### src/rtl/prog_mem_pkg.sv
// Shared types and constants for the parametrised program memory.
package prog_mem_pkg;

  typedef enum logic {
    CLEAR = 1'b0,
    IDLE  = 1'b1
  } state_e;

  localparam int unsigned WIDTH_DEF = 26;
  localparam int unsigned DEPTH_DEF = 10;

  // Smallest pointer width able to address every word; never below one bit.
  function automatic int unsigned min_ptr_w(input int unsigned depth);
    int unsigned w;
    w = 1;
    while ((32'd1 << w) < depth) w = w + 1;
    return w;
  endfunction

endpackage

### src/rtl/prog_mem_array.sv
// Plain DEPTH x WIDTH register array: one synchronous write port, one combinational read port.
module prog_mem_array
  import prog_mem_pkg::*;
#(
  parameter int unsigned WIDTH = WIDTH_DEF,
  parameter int unsigned DEPTH = DEPTH_DEF,
  parameter int unsigned PTR_W = 4
) (
  input  logic             clk,
  input  logic             we,
  input  logic [PTR_W-1:0] waddr,
  input  logic [WIDTH-1:0] wdata,
  input  logic [PTR_W-1:0] raddr,
  output logic [WIDTH-1:0] rdata
);

  logic [WIDTH-1:0] mem_q [DEPTH];

  always_ff @(posedge clk) begin
    if (we) begin
      mem_q[waddr] <= wdata;
    end
  end

  // Out-of-range addresses read as zero rather than indexing past the array.
  assign rdata = (32'(raddr) < DEPTH) ? mem_q[raddr] : '0;

endmodule

### src/rtl/prog_mem.sv
// Program memory top: post-reset clear sequence, range check, write lock,
// write-first read mux and registered read/status outputs.
module prog_mem
  import prog_mem_pkg::*;
#(
  parameter int unsigned WIDTH = WIDTH_DEF,
  parameter int unsigned DEPTH = DEPTH_DEF,
  parameter int unsigned PTR_W = 4
) (
  input  logic             clk,
  input  logic             reset,
  input  logic [PTR_W-1:0] pointer,
  input  logic             write_data,
  input  logic             read_data,
  input  logic [WIDTH-1:0] data_to_write,
  input  logic             lock,
  output logic [WIDTH-1:0] data,
  output logic             data_valid,
  output logic             busy,
  output logic             addr_error,
  output logic             wr_blocked
);

  if (PTR_W < min_ptr_w(DEPTH)) begin : g_bad_ptr_w
    $error("prog_mem: PTR_W too small for DEPTH");
  end

  localparam logic [PTR_W-1:0] LAST_WORD = PTR_W'(DEPTH - 1);

  state_e           state_q, state_d;
  logic [PTR_W-1:0] clr_cnt_q, clr_cnt_d;
  logic [WIDTH-1:0] data_q, data_d;
  logic             data_valid_q, data_valid_d;
  logic             busy_q, busy_d;
  logic             addr_error_q, addr_error_d;
  logic             wr_blocked_q, wr_blocked_d;

  logic             arr_we;
  logic [PTR_W-1:0] arr_waddr;
  logic [WIDTH-1:0] arr_wdata;
  logic [WIDTH-1:0] arr_rdata;
  logic             in_range;
  logic             wr_ok;

  assign in_range = (32'(pointer) < DEPTH);

  prog_mem_array #(
    .WIDTH (WIDTH),
    .DEPTH (DEPTH),
    .PTR_W (PTR_W)
  ) u_array (
    .clk   (clk),
    .we    (arr_we),
    .waddr (arr_waddr),
    .wdata (arr_wdata),
    .raddr (pointer),
    .rdata (arr_rdata)
  );

  always_ff @(posedge clk) begin
    if (reset) begin
      state_q      <= CLEAR;
      clr_cnt_q    <= '0;
      data_q       <= '0;
      data_valid_q <= 1'b0;
      busy_q       <= 1'b1;
      addr_error_q <= 1'b0;
      wr_blocked_q <= 1'b0;
    end else begin
      state_q      <= state_d;
      clr_cnt_q    <= clr_cnt_d;
      data_q       <= data_d;
      data_valid_q <= data_valid_d;
      busy_q       <= busy_d;
      addr_error_q <= addr_error_d;
      wr_blocked_q <= wr_blocked_d;
    end
  end

  // Next state, array write port steering and registered output values.
  always_comb begin
    state_d      = state_q;
    clr_cnt_d    = clr_cnt_q;
    data_d       = data_q;
    data_valid_d = 1'b0;
    addr_error_d = 1'b0;
    wr_blocked_d = 1'b0;
    arr_we       = 1'b0;
    arr_waddr    = pointer;
    arr_wdata    = data_to_write;
    wr_ok        = 1'b0;

    if (state_q == CLEAR) begin
      // Strobes are dropped while the array is being zeroed.
      arr_we    = 1'b1;
      arr_waddr = clr_cnt_q;
      arr_wdata = '0;
      if (clr_cnt_q == LAST_WORD) begin
        state_d   = IDLE;
        clr_cnt_d = '0;
      end else begin
        clr_cnt_d = PTR_W'(clr_cnt_q + 1'b1);
      end
    end else begin
      wr_ok        = write_data & in_range & ~lock;
      arr_we       = wr_ok;
      addr_error_d = (write_data | read_data) & ~in_range;
      wr_blocked_d = write_data & in_range & lock;
      if (read_data) begin
        data_valid_d = 1'b1;
        if (!in_range) begin
          data_d = '0;
        end else if (wr_ok) begin
          data_d = data_to_write;
        end else begin
          data_d = arr_rdata;
        end
      end
    end

    busy_d = (state_d == CLEAR);
  end

  assign data       = data_q;
  assign data_valid = data_valid_q;
  assign busy       = busy_q;
  assign addr_error = addr_error_q;
  assign wr_blocked = wr_blocked_q;

endmodule

### config.mk
export PLATFORM = sky130hd
export DESIGN_NAME = prog_mem
export DESIGN_NICKNAME = d
export VERILOG_FILES = /design/src/rtl/prog_mem_pkg.sv /design/src/rtl/prog_mem_array.sv /design/src/rtl/prog_mem.sv
export SDC_FILE = /design/constraint.sdc
export NUM_CORES = 1
export LEC_CHECK = 0
export ABC_CLOCK_PERIOD_IN_PS = 9400
export CAP_MARGIN = 40
export CORE_AREA = 3 3 199 201
export CTS_CLUSTER_DIAMETER = 50
export DETAILED_ROUTE_END_ITERATION = 8
export DIE_AREA = 0 0 202 204
export PLACE_DENSITY_LB_ADDON = 0.12
export SYNTH_ARGS = -nofsm -noshare
export SYNTH_HDL_FRONTEND = slang
export SYNTH_SLANG_ARGS = --single-unit
### constraint.sdc
create_clock -name clk -period 9.4 [get_ports clk]
set_input_delay 1.88 -clock clk [delete_from_list [all_inputs] [get_ports clk]]
set_output_delay 1.88 -clock clk [all_outputs]
set_load 0.02 [all_outputs]
==> results of run 1 <==
[through the flow]
| step | setup WS, ns | cell area, um^2 |
|---|---|---|
| final | 5.73 | 13800 |
| after detailed placement | 5.13 | 12700 |
| after global placement | 4.96 | 12600 |
| after global routing | 5.52 | 13800 |
| after CTS | 5.66 | 13800 |
| after floorplan | 5.07 | 11400 |
[worst register-to-register path, delay by kind of cell, from the launching register on]
kind	cells	cell delay [ns]
and+or+nand+nor	2	0.36
DFF	1	0.30
AOI/OAI and AO/OA	1	0.12
buffers and inverters	3	1.10
[synth_stat cells (2+ instances only)]
cell,n,area [um^2]
xor2_1,2,17.5
a22oi_1,27,203
buf_1,2,7.51
edfxtp_1,260,7810
clkbuf_1,11,41.3
dfxtp_1,35,701
nor3_1,2,10.0
nor2_1,21,78.8
inv_1,4,15.0
a21oi_1,5,25.0
nor2b_1,2,12.5
nor3b_1,2,15.0
a2bb2oi_1,26,228
buf_6,6,67.6
buf_4,2,15.0
mux2i_1,27,270
nand2b_1,28,175
a31oi_1,3,18.8
and2_1,27,169
nand3_1,28,140
o21ai_0,3,15.0
buf_2,11,55.1
mux4_2,52,1170
and3_1,2,12.5
nand2_1,2,7.51
[logic make-up (layout without fill, tap and decap cells)]
| logic type | after synthesis | count (layout) | share of synthesized area |
|---|---|---|---|
| flip-flops | 295 | 295 | 0.750 |
| AND/OR/NAND/NOR | 120 | 120 | 0.0603 |
| multiplexers | 79 | 79 | 0.127 |
| AO/OA/AOI/OAI | 65 | 65 | 0.0439 |
| buffers and inverters | 36 | 154 | 0.0177 |
| XOR/XNOR | 2 | 2 | 0.00154 |
[per-layer routing]
metal  GRT usage  share of wire
met1       0.185           0.43
met2       0.231           0.49
met3      0.0237          0.050
met4      0.0419          0.023
met5           0              0
[sequential cells by signal, summed over array words and instances (netlist names)]
signal,flops
data,26
u_array.mem_q,260
data_valid,1
clr_cnt_q,4
state_q,1
busy,1
addr_error,1
wr_blocked,1
[area by class of cell]
class	instances	area share
inverter	4	0.00109
clock inverter	13	0.00960
tap	511	0.0463
multi-input combinational	266	0.194
timing repair buffer	84	0.0609
sequential	295	0.616
clock buffer	53	0.0728
[report_power, final]
group / switching, mW / internal, mW / total [mW]
clock network: 0.516 / 0.801 / 1.32
logic: 0.0692 / 0.0549 / 0.124
registers: 0.00894 / 1.45 / 1.46
total: 0.594 / 2.30 / 2.90
[how the worst max path moves through the flow]
stage                     slack, ns       start                  end
after CTS                      5.66  pointer[0]             data[25]
after floorplan                5.07  pointer[0]  u_array.mem_q[1][0]
after global routing           5.52  pointer[0]             data[11]
final                          5.73  pointer[0]             data[25]
after detailed placement       5.13  pointer[0]              data[4]
after global placement         4.96  pointer[0]              data[3]
==> results.toml, run 1 <==
[floorplanning]
coreArea_mm2 = 0.0378
initial_core_util = 0.301
die_h_um = 204
num_io_pins = 65
die_x_um = 202
rows = 71
die-area_mm2 = 0.0412

[clock_network]
cts_tree = "yes"
htree_num_levels = 2
cts_root_buf = "clkbuf_16"
postCtsSetupRepairBufs = 0
clock_latency_ns = 0.51
hold_buffers = 0
numClockSinks = 295
cts_resized = 0
cts_made_buffers = 36
clkTransAtPathRegs_ns = 0.06
cts_max_path_buffers = 3

[yosys]
synth_cell_types = 32
synth_area_mm2 = 0.0114
yosysWarnings = 0
syn_avg_cell_area_um2 = 19.0
ys_seq_area_frac = 0.750
synth_ff_type = "edfxtp_1"
ys_ff_latch = 295
postSynthCellCount = 597
synth_edf_count = 260
synth_fp_nets = 632
async_flop_share = 0

[critical_path]
r2r_slack_ns = 7.12
crit_type = "input pin to flop"
cp_common_cell = "buf_4"
path_depth = 6
cp.arrival_ns = 4.05
crit_path_end_kind = "flop"
rr_startpoint = "state_q"
critPathMaxFanout = 37
critPathBufInv = 3
cpPeakStageDelay_ns = 0.67
crit_chain = "buf_4 > buf_16 > buf_4 > mux4_2 > a2bb2oi_1 > nand3_1"
cp_top_family = "buffers and inverters"
cpMaxStageDelayCell = "buf_4"
critPathLaunchType = "input pin"
cp.required_ns = 9.78
r2r_end = "u_array.mem_q[1][0]"
worstRegToRegCells = 6

[power]
ir_drop_mv = 0.114
p_leak_nw = 4.55
power_mw = 2.90
power_density_mw_per_mm2 = 210

[placement]
port_buffers = 64
dp_cells = 1160
place_congestion = 0.698
place_hpwl_um = 14400

[finish]
multi_input_area_mm2 = 0.00268
mostFrequentLayoutCell = "edfxtp_1"
finish.utilization = 0.366
layout.area.seq_mm2 = 0.00851
layoutNonFillerInstCount = 1226
fillers = 3510
area_growth_pct = 21.7
final_cell_mix = "edfxtp_1, clkdlybuf4s50_1, mux4_2, clkbuf_16, dfxtp_1"
diodes = 0
final_nets = 722
drive_above_1_share = 0.193

[detailed_routing]
vias = 5843
drtAntennaViolNets = 0
first_pass_iters = 4
post_drt_wl_per_cell_um = 23.0
routed_wl_um = 28200
vias_per_cell = 4.77
drt_iter0_markers = 336
drcViolationCount = 0

[timing]
setup_viol = 0
min_period_ns = 3.67
fmax_mhz = 273
fin_crit_sh = 0.390
relSlewSlack = 0.455
fin_worst_skew_ns = 0.0145
rsz0062_at_grt = "no"
setup-tns-final_ns = 0
tightest_slew_ns = 0.818
hold_ws_ns = 0.484
slew_violations = 0
final-hold-violation-count = 0

[worst_hold_path]
min_to = "data[15]"
min_from = "data[15]"
hold_depth = 2
timing.hold.worst.class = "flop to flop"

[global_route]
grt_remaining_overflow = 0
grt_pass1_wl_um = 42000
grt_usage = 0.138
grt_pass1_vias = 6288
grt_max_degree = 43
antenna_found_initial = 0

[flow_run]
drv_cap = 0

[run_status]
status = "complete, no violations"
No activity file was read; power rests on OpenSTA's default activity.
==> inputs of run 2 (changes only) <==
Settings changed: ABC_CLOCK_PERIOD_IN_PS 9400 to 3700.
Clock period 9.4 ns to 3.7 ns, I/O delays scaled along.
==> run 2 against run 1 <==
Effect of this change:
- worst hold slack improved by 0.012 ns
- largest power group unchanged
- non-clock buffer count grew 2
- clock skew fell by 0.0050 ns
- sequential cell count stayed put
- power increased to 2.6 times the previous value
- critical path type is now flop to primary output
- register-to-register slack lost 5.7 ns
- combinational power rose by 150%
- cell count fell by 0.16%
- via count down 0.79%
- sequential power rose to 2.5 times the previous value
- global-route usage down 1.1 points
- worst setup slack lost 4.3 ns
==> results.toml, run 2 (synthesized netlist as in run 1, its figures left out) <==
[detailed_routing]
drcViolationCount = 0
first_pass_iters = 4
post_drt_wl_per_cell_um = 21.0
vias_per_cell = 4.74
drtAntennaViolNets = 0
vias = 5797
routed_wl_um = 25800
drt_iter0_markers = 357

[finish]
multi_input_area_mm2 = 0.00267
largest_reg_flops = 260
mostFrequentLayoutCell = "edfxtp_1"
final_nets = 723
diodes = 0
layout.area.seq_mm2 = 0.00851
area_growth_pct = 21.8
fillers = 3485
final_cell_mix = "edfxtp_1, clkdlybuf4s50_1, mux4_2, clkbuf_16, dfxtp_1"
top_register = "u_array.mem_q"
drive_above_1_share = 0.199

[clock_network]
clkTransAtPathRegs_ns = 0.06
cts_max_path_buffers = 3
postCtsSetupRepairBufs = 0
cts_root_buf = "clkbuf_16"
cts_made_buffers = 35
cts_resized = 0
htree_num_levels = 2
clock_latency_ns = 0.50
numClockSinks = 295
hold_buffers = 0
cts_tree = "yes"

[timing]
setup_viol = 0
relSlewSlack = 0.481
rsz0062_at_grt = "no"
setup-tns-final_ns = 0
fin_worst_skew_ns = 0.00951
slew_violations = 0
fin_crit_sh = 0.615
tightest_slew_ns = 0.779
fmax_mhz = 440
min_period_ns = 2.28
hold_ws_ns = 0.496
final-hold-violation-count = 0

[floorplanning]
coreArea_mm2 = 0.0378
die_x_um = 202
num_io_pins = 65
rows = 71
die-area_mm2 = 0.0412
die_h_um = 204
initial_core_util = 0.301

[critical_path]
crit_chain = "clkdlybuf4s50_1"
critPathMaxFanout = 2
crit_type = "flop to primary output"
cpPeakStageDelay_ns = 0.64
cp.arrival_ns = 1.54
critPathLaunchType = "flop"
crit_path_end_kind = "primary output"
cp.required_ns = 2.96
cpMaxStageDelayCell = "clkdlybuf4s50_1"
critPathLaunch = "data[4]"
cp_top_family = "buffers and inverters"
critPathBufInv = 1
rr_startpoint = "state_q"

[worst_hold_path]
timing.hold.worst.class = "flop to flop"
min_from = "data[15]"

[global_route]
grt_pass1_vias = 6376
grt_max_degree = 47
antenna_found_initial = 0
grt_remaining_overflow = 0
grt_usage = 0.127
grt_pass1_wl_um = 39700

[placement]
place_hpwl_um = 14900
port_buffers = 64
place_congestion = 0.729

[power]
ir_drop_mv = 0.230
power_density_mw_per_mm2 = 536
p_leak_nw = 4.57

[run_status]
status = "complete, no violations"

[flow_run]
drv_cap = 0
[run 2: cell count changes in the layout (fill, tap and decap cells not counted), moves of 2 or more]
cell,delta
clkbuf_1,-7
inv_6,-2
clkinv_4,+3
buf_16,-2
buf_4,+2
[run 2: layer usage]
layer	GRT usage	vias up	part of all wire
li1	-	2594	-
met5	0	-	0
met3	0.0261	54	0.049
met1	0.169	3000	0.44
met2	0.209	149	0.48
met4	0.0409	0	0.026
[run 2: worst register-to-register path: stages (launching register included)]
cell and delay, ns:
dfxtp_1 0.69, buf_8 0.24, inv_1 0.09, nor3b_1 0.20
a31oi_1 0.14, nor2_2 0.14, buf_4 0.39
[run 2: area by class of cell]
class                      instances  area share
clock buffer                      47      0.0719
timing repair buffer              86      0.0601
sequential                       295       0.615
tap                              511      0.0462
multi-input combinational        266       0.193
inverter                           4     0.00109
clock inverter                    15      0.0122
[run 2: where the power goes]
part	switching, mW	total, mW	internal [mW]
registers	0.0227	3.70	3.68
clock network	1.30	3.41	2.10
logic	0.166	0.306	0.140
total	1.49	7.41	5.92
[run 2: path summary, 6_finish.rpt]
check	end	slack, ns	cells past startpoint
setup / recovery	data[4]	1.42	1
hold / removal	data[15]	0.50	2
setup reg to reg	u_array.mem_q[9][1]	1.45	6
hold reg to reg	data[15]	0.50	2
[run 2: metrics by stage]
stage          utilization  power, mW  worst slack [ns]  std cells  area (um^2)
4_1_cts              0.366       7.53              1.37       1224        13800
6_report             0.366       7.41              1.42       1224        13800
2_1_floorplan            -       3.95             0.509        597        11400
3_5_place_dp         0.335       4.09             0.937       1162        12700
3_3_place_gp         0.335       4.08             0.954       1161        12600
5_1_grt              0.366       7.70              1.24       1224        13800
